$ cat src/rtl/vga_pkg.sv
// Shared types and default widths for the VGA sprite/tile RAM arbiter and scanout engine.
package vga_pkg;

  localparam int unsigned VGA_ADDR_W = 12;
  localparam int unsigned VGA_DATA_W = 32;
  localparam int unsigned WAIT_W     = 8;
  localparam int unsigned STALL_W    = 16;

  typedef enum logic [1:0] {
    S_IDLE  = 2'd0,
    S_FETCH = 2'd1,
    S_WRITE = 2'd2
  } grant_state_t;

  // Value of the wait counter on the cycle a buffered write must be forced.
  function automatic logic [WAIT_W-1:0] wait_limit(input int unsigned max_wait);
    return WAIT_W'(max_wait - 1);
  endfunction

endpackage

$ cat src/rtl/vga_fetch_arbiter_if.sv
// Bus bundle between the arbiter, its two requesters (Avalon writes, scanout fetch) and the RAM.
interface vga_fetch_arbiter_if #(
  parameter int unsigned ADDR_W = vga_pkg::VGA_ADDR_W,
  parameter int unsigned DATA_W = vga_pkg::VGA_DATA_W
);

  logic              avs_chipselect;
  logic              avs_write;
  logic [ADDR_W-1:0] avs_address;
  logic [DATA_W-1:0] avs_writedata;
  logic              avs_waitrequest;

  logic              fetch_req;
  logic [ADDR_W-1:0] fetch_addr;
  logic              fetch_gnt;
  logic              fetch_rvalid;
  logic [DATA_W-1:0] fetch_rdata;

  logic [ADDR_W-1:0] ram_addr;
  logic              ram_we;
  logic [DATA_W-1:0] ram_wdata;
  logic [DATA_W-1:0] ram_rdata;

  // Arbiter side
  modport slave (
    input  avs_chipselect, avs_write, avs_address, avs_writedata,
    input  fetch_req, fetch_addr,
    input  ram_rdata,
    output avs_waitrequest,
    output fetch_gnt, fetch_rvalid, fetch_rdata,
    output ram_addr, ram_we, ram_wdata
  );

  // Requesters and RAM side
  modport master (
    output avs_chipselect, avs_write, avs_address, avs_writedata,
    output fetch_req, fetch_addr,
    output ram_rdata,
    input  avs_waitrequest,
    input  fetch_gnt, fetch_rvalid, fetch_rdata,
    input  ram_addr, ram_we, ram_wdata
  );

endinterface

$ cat src/rtl/sat_counter.sv
// Up-counter that sticks at all-ones; synchronous clear and reset.
module sat_counter #(
  parameter int unsigned WIDTH = 16
) (
  input  logic             clk,
  input  logic             reset,
  input  logic             inc,
  input  logic             clr,
  output logic [WIDTH-1:0] count
);

  localparam logic [WIDTH-1:0] MAX_VAL = '1;

  logic [WIDTH-1:0] count_q;
  logic [WIDTH-1:0] count_d;

  always_comb begin
    count_d = count_q;
    if (clr) begin
      count_d = '0;
    end else if (inc && (count_q != MAX_VAL)) begin
      count_d = count_q + WIDTH'(1);
    end
  end

  always_ff @(posedge clk) begin
    if (reset) begin
      count_q <= '0;
    end else begin
      count_q <= count_d;
    end
  end

  assign count = count_q;

endmodule

$ cat src/rtl/vga_fetch_arbiter.sv
// Shares one single-port sprite/tile RAM between scanout fetches (priority) and a
// one-entry buffered Avalon write path with a bounded-wait forcing guard.
module vga_fetch_arbiter
  import vga_pkg::*;
#(
  parameter int unsigned ADDR_W   = VGA_ADDR_W,
  parameter int unsigned DATA_W   = VGA_DATA_W,
  parameter int unsigned MAX_WAIT = 8
) (
  input  logic               clk,
  input  logic               reset,
  vga_fetch_arbiter_if.slave bus,
  output logic [STALL_W-1:0] stall_count
);

  localparam logic [WAIT_W-1:0] WAIT_LAST = wait_limit(MAX_WAIT);

  logic              buf_valid_q, buf_valid_d;
  logic [ADDR_W-1:0] buf_addr_q,  buf_addr_d;
  logic [DATA_W-1:0] buf_data_q,  buf_data_d;
  logic [WAIT_W-1:0] wait_cnt_q,  wait_cnt_d;
  grant_state_t      state_q,     state_d;

  logic              fetch_gnt_c;
  logic              wr_gnt_c;
  logic              waitreq_c;
  logic              accept_c;
  logic              stall_inc_c;
  logic [ADDR_W-1:0] ram_addr_c;
  logic              ram_we_c;

  // Grant priority: forced write, then fetch, then opportunistic write. Nothing
  // reaches the RAM while reset is held so a buffered write is truly discarded.
  always_comb begin
    fetch_gnt_c = 1'b0;
    wr_gnt_c    = 1'b0;
    if (!reset) begin
      if (buf_valid_q && (wait_cnt_q == WAIT_LAST)) begin
        wr_gnt_c = 1'b1;
      end else if (bus.fetch_req) begin
        fetch_gnt_c = 1'b1;
      end else if (buf_valid_q) begin
        wr_gnt_c = 1'b1;
      end
    end
  end

  always_comb begin
    waitreq_c   = buf_valid_q & ~wr_gnt_c;
    accept_c    = bus.avs_chipselect & bus.avs_write & ~waitreq_c;
    stall_inc_c = buf_valid_q & ~wr_gnt_c;
  end

  // Write buffer: a drain and a new accept in the same cycle leave it full.
  always_comb begin
    buf_valid_d = buf_valid_q;
    buf_addr_d  = buf_addr_q;
    buf_data_d  = buf_data_q;
    if (wr_gnt_c) begin
      buf_valid_d = 1'b0;
    end
    if (accept_c) begin
      buf_valid_d = 1'b1;
      buf_addr_d  = bus.avs_address;
      buf_data_d  = bus.avs_writedata;
    end
  end

  always_comb begin
    wait_cnt_d = wait_cnt_q + WAIT_W'(1);
    if (!buf_valid_q || wr_gnt_c) begin
      wait_cnt_d = '0;
    end
  end

  always_comb begin
    ram_addr_c = '0;
    ram_we_c   = 1'b0;
    if (fetch_gnt_c) begin
      ram_addr_c = bus.fetch_addr;
    end else if (wr_gnt_c) begin
      ram_addr_c = buf_addr_q;
      ram_we_c   = 1'b1;
    end
  end

  // Grant FSM remembers last cycle's grant to qualify the RAM read data.
  always_comb begin
    state_d = S_IDLE;
    if (fetch_gnt_c) begin
      state_d = S_FETCH;
    end else if (wr_gnt_c) begin
      state_d = S_WRITE;
    end
  end

  always_ff @(posedge clk) begin
    if (reset) begin
      state_q     <= S_IDLE;
      buf_valid_q <= 1'b0;
      wait_cnt_q  <= '0;
    end else begin
      state_q     <= state_d;
      buf_valid_q <= buf_valid_d;
      wait_cnt_q  <= wait_cnt_d;
    end
  end

  always_ff @(posedge clk) begin
    buf_addr_q <= buf_addr_d;
    buf_data_q <= buf_data_d;
  end

  sat_counter #(
    .WIDTH (STALL_W)
  ) u_stall_cnt (
    .clk   (clk),
    .reset (reset),
    .inc   (stall_inc_c),
    .clr   (1'b0),
    .count (stall_count)
  );

  assign bus.avs_waitrequest = waitreq_c;
  assign bus.fetch_gnt       = fetch_gnt_c;
  assign bus.fetch_rvalid    = (state_q == S_FETCH);
  assign bus.fetch_rdata     = bus.ram_rdata;
  assign bus.ram_addr        = ram_addr_c;
  assign bus.ram_we          = ram_we_c;
  assign bus.ram_wdata       = buf_data_q;

endmodule
$ cat src/flat_wrapper.sv
// flat-port wrapper written by rule: the top's interface ports become plain ports
module vga_fetch_arbiter_flat import vga_pkg::*;
#(
  parameter int unsigned ADDR_W   = VGA_ADDR_W,
  parameter int unsigned DATA_W   = VGA_DATA_W,
  parameter int unsigned MAX_WAIT = 8
)
  (clk, reset, stall_count, bus_avs_chipselect, bus_avs_write, bus_avs_address, bus_avs_writedata, bus_fetch_req, bus_fetch_addr, bus_ram_rdata, bus_avs_waitrequest, bus_fetch_gnt, bus_fetch_rvalid, bus_fetch_rdata, bus_ram_addr, bus_ram_we, bus_ram_wdata);
  vga_fetch_arbiter_if #(.ADDR_W(ADDR_W), .DATA_W(DATA_W)) bus_i ();
  input  logic clk;
  input  logic reset;
  output logic [STALL_W-1:0] stall_count;
  input wire logic [$bits(bus_i.avs_chipselect)-1:0] bus_avs_chipselect;
  input wire logic [$bits(bus_i.avs_write)-1:0] bus_avs_write;
  input wire logic [$bits(bus_i.avs_address)-1:0] bus_avs_address;
  input wire logic [$bits(bus_i.avs_writedata)-1:0] bus_avs_writedata;
  input wire logic [$bits(bus_i.fetch_req)-1:0] bus_fetch_req;
  input wire logic [$bits(bus_i.fetch_addr)-1:0] bus_fetch_addr;
  input wire logic [$bits(bus_i.ram_rdata)-1:0] bus_ram_rdata;
  output wire logic [$bits(bus_i.avs_waitrequest)-1:0] bus_avs_waitrequest;
  output wire logic [$bits(bus_i.fetch_gnt)-1:0] bus_fetch_gnt;
  output wire logic [$bits(bus_i.fetch_rvalid)-1:0] bus_fetch_rvalid;
  output wire logic [$bits(bus_i.fetch_rdata)-1:0] bus_fetch_rdata;
  output wire logic [$bits(bus_i.ram_addr)-1:0] bus_ram_addr;
  output wire logic [$bits(bus_i.ram_we)-1:0] bus_ram_we;
  output wire logic [$bits(bus_i.ram_wdata)-1:0] bus_ram_wdata;
  assign bus_i.avs_chipselect = bus_avs_chipselect;
  assign bus_i.avs_write = bus_avs_write;
  assign bus_i.avs_address = bus_avs_address;
  assign bus_i.avs_writedata = bus_avs_writedata;
  assign bus_i.fetch_req = bus_fetch_req;
  assign bus_i.fetch_addr = bus_fetch_addr;
  assign bus_i.ram_rdata = bus_ram_rdata;
  assign bus_avs_waitrequest = bus_i.avs_waitrequest;
  assign bus_fetch_gnt = bus_i.fetch_gnt;
  assign bus_fetch_rvalid = bus_i.fetch_rvalid;
  assign bus_fetch_rdata = bus_i.fetch_rdata;
  assign bus_ram_addr = bus_i.ram_addr;
  assign bus_ram_we = bus_i.ram_we;
  assign bus_ram_wdata = bus_i.ram_wdata;
  vga_fetch_arbiter #(.ADDR_W(ADDR_W), .DATA_W(DATA_W), .MAX_WAIT(MAX_WAIT)) u_core (.clk(clk), .reset(reset), .bus(bus_i), .stall_count(stall_count));
endmodule
$ cat config.mk
export PLATFORM = sky130hd
export DESIGN_NAME = vga_fetch_arbiter_flat
export DESIGN_NICKNAME = d
export VERILOG_FILES = /design/src/rtl/vga_pkg.sv /design/src/rtl/vga_fetch_arbiter_if.sv /design/src/rtl/sat_counter.sv /design/src/rtl/vga_fetch_arbiter.sv /design/src/flat_wrapper.sv
export SDC_FILE = /design/constraint.sdc
export NUM_CORES = 1
export LEC_CHECK = 0
export CAP_MARGIN = 10
export CORE_UTILIZATION = 37
export CTS_CLUSTER_SIZE = 28
export DETAILED_ROUTE_END_ITERATION = 6
export MAX_ROUTING_LAYER = met4
export PLACE_DENSITY = 0.8
export SYNTH_ARGS = -nofsm -noshare
export SYNTH_HDL_FRONTEND = slang
export SYNTH_SLANG_ARGS = --single-unit
$ cat constraint.sdc
create_clock -name clk -period 4.8 [get_ports clk]
set_clock_uncertainty 0.2 [all_clocks]
set_input_delay 0.48 -clock clk [delete_from_list [all_inputs] [get_ports clk]]
set_output_delay 0.48 -clock clk [all_outputs]
set_load 0.02 [all_outputs]
==> summary.txt <==
Overflow after GRT - 0
H-tree depth - 3
CTS root buffer - clkbuf_8
Core Util, Final - 0.559
Gates resized, CTS repair - 0
Tightest hold margin - 244 ps
Critical path launch point type - register
Synthesized area per cell - 12.4 sq um
Slew margin rel. - 0.308
Final Wtd Congestion - 0.785
VDD IR max - 214 uV
Post-CTS Setup Bufs - 0
Post-synthesis register bit count - 71
First-pass GRT wire length - 11000 microns
Post-DP HPWL - 5560 microns
GRT Total Usage - 0.175
Fin crit period - 3440 ps
CTS tree - yes
Initial antenna violation count - 0
Clk slew on worst S/H paths - 70 ps
P_leak - 1.49 nW
Place WS - 1240 ps
Critical path depth - 6
Syn_nets - 342
DR vias/cell - 5.09
First DRT Iteration DRCs - 96
Die ar. - 8640 sq um
Worst path buffer plus inverter count - 1
Crit Path Class - reg -> out
Core area - 7850 sq um
DRC Markers - 0
Top Family by Delay on Critical Path - simple AND/OR/NAND/NOR gates
Vias in the first global route - 2139
Initial core utilization - 0.390
DR vias - 2286
Cts hold-fix bufs - 0
Buffers on Ports - 124
Largest net degree at the start of global routing - 28
CTS Buffer Depth - 2
DP Area - 4160 sq um
WHS Path Cells - 1
Max-slew violations - 0
# IOs - 189
Final Cell Area - 4380 sq um
Unique masters post-synth - 44
Setup slack, reg-to-reg - 1860 ps
Synth Instances - 247
Setup violations, final - 0
Drt pass-1 iters - 4
Highest clock rate - 0.291 GHz
Cts bufs inserted - 9
Status - finished clean
Area Growth Syn to Fin - 43.3%
Fillers - 668
Nets - 437
Die Height - 92.9 microns
WL/cell - 16.6 microns
Worst EP arrival - 2760 ps
Seq/Total Area, Yosys - 0.609
Fin. Hold Viols - 0
Worst Path Max Fanout - 13
Antenna Cells - 0
Min-delay worst type - reg -> reg
Clk Latency, worst-skew pair - 340 ps
Die X-Extent - 92.9 microns
Setup TNS - 0 ps
Post-DRT Antenna Nets - 0
Synth warnings - 0
CP peak stage delay - 610 ps
Slew @ Worst Pin - 1030 ps
Max cap viols - 0
CP cell instances - ha_1 -> nand4bb_1 -> o21ai_0 -> and3b_1 -> a22o_1 -> clkdlybuf4s50_1
Setup ws final - 1360 ps
Clk sinks - 71
CP Capture Type - output port
Worst Reg2Reg Path Length in Cells - 6
Unrepaired setup endpoints after global routing - no
Fin crit share - 0.717
Total Routed Length - 7440 microns
WP data required - 4120 ps
Power per cell area - 306 nW/um^2
Slowest cell on the critical path - clkdlybuf4s50_1
Layout cells sized above 1 - 0.0865
Cell Area, Synth - 3060 sq um
Row count - 32
## routing by layer
metal  up-vias  wire [microns]  GRT usage
li1       1093               -          -
met1      1077            2780      0.189
met2        84            3970      0.295
met3        32             469     0.0435
met4         0             220     0.0949
met5         -               0          -
## per-stage QoR
step	power, mW	std cells
detailed placement	0.832	433
CTS	1.35	449
global route	1.38	449
floorplan	0.778	247
finish	1.34	449
global placement	0.829	433
## Yosys cell counts
cell type | count | area (sq um)
edfxtp_1 | 44 | 1320
buf_4 | 33 | 248
dfxtp_1 | 27 | 541
a21oi_1 | 17 | 85.1
nor2_1 | 13 | 48.8
a22o_1 | 12 | 105
o31ai_1 | 10 | 75.1
or4_1 | 10 | 75.1
nand3_1 | 7 | 35.0
nand4_1 | 7 | 43.8
buf_2 | 5 | 25.0
clkbuf_1 | 5 | 18.8
inv_1 | 5 | 18.8
nand2_1 | 5 | 18.8
o21ai_0 | 4 | 20.0
nor2b_1 | 3 | 18.8
nor4_1 | 3 | 18.8
xnor2_1 | 3 | 26.3
xor2_1 | 3 | 26.3
and2_1 | 2 | 12.5
and3_1 | 2 | 12.5
and3b_1 | 2 | 17.5
ha_1 | 2 | 25.0
mux2_1 | 2 | 22.5
or3_1 | 2 | 12.5
a311oi_1 | 1 | 8.76
a31oi_1 | 1 | 6.26
and3_2 | 1 | 7.51
and4_1 | 1 | 8.76
and4_2 | 1 | 10.0
buf_6 | 1 | 11.3
mux2_2 | 1 | 11.3
nand2b_1 | 1 | 6.26
nand3b_1 | 1 | 7.51
nand4_2 | 1 | 12.5
nand4bb_1 | 1 | 11.3
nor3_1 | 1 | 5.00
nor4_4 | 1 | 21.3
nor4b_2 | 1 | 15.0
o21a_1 | 1 | 7.51
o21ai_2 | 1 | 8.76
or3b_2 | 1 | 8.76
or4_2 | 1 | 8.76
or4_4 | 1 | 11.3
## flip-flops by register name, summed over array words and instances (netlist names)
| signal | cells |
|---|---|
| u_core.state_q | 2 |
| u_core.buf_valid_q | 1 |
| u_core.u_stall_cnt.count | 16 |
| u_core.buf_addr_q | 12 |
| u_core.wait_cnt_q | 8 |
| u_core.bus.ram_wdata | 32 |
## worst paths after layout
kind,start,end
worst max-delay path,u_core.wait_cnt_q[0],bus_ram_addr[11]
worst min-delay path,u_core.wait_cnt_q[0],u_core.wait_cnt_q[0]
worst max register to register,u_core.wait_cnt_q[4],u_core.buf_addr_q[8]
worst min register to register,u_core.wait_cnt_q[0],u_core.wait_cnt_q[0]
## layout by cell type (no fill, tap or decap), types with 2 or more instances in the layout
cell type,count
inv_6,2
ha_1,2
xnor2_1,3
clkdlybuf4s50_1,124
o31ai_1,10
dfxtp_1,27
buf_4,4
xor2_1,3
or3_1,2
and3b_1,2
nor2_1,12
and2_1,2
a22o_1,12
inv_1,5
o21ai_0,4
or4_1,10
nor2b_1,3
and3_1,2
nor4_1,3
clkbuf_8,9
bufinv_16,2
edfxtp_1,44
nand3_1,7
a21oi_1,17
clkinvlp_4,2
mux2_1,2
nand4_1,7
nand2_1,5
## kinds of logic after synthesis
kind of cell / count (synthesis) / synth area share
xor+xnor: 6 / 0.0172
flops: 71 / 0.609
mux: 3 / 0.0110
simple gates: 69 / 0.146
buf+inv: 49 / 0.105
compound gates: 47 / 0.103
fa+ha+maj: 2 / 0.00818
## where the power goes
part / switching (mW) / total (mW) / internal [mW]
registers: 0.00594 / 0.675 / 0.669
logic: 0.0619 / 0.144 / 0.0818
clock network: 0.225 / 0.521 / 0.296
## layout make-up
class / instances / area (sq um) / share of cell area
flip-flops and latches: 71 / 1860 / 0.425
repair buffers: 128 / 1270 / 0.290
multi-input cells: 127 / 883 / 0.202
clock buffers: 10 / 128 / 0.0291
well taps: 102 / 128 / 0.0291
clock inverters: 6 / 92.6 / 0.0211
inverters: 5 / 18.8 / 0.00428
No activity file was read; power rests on OpenSTA's default activity.
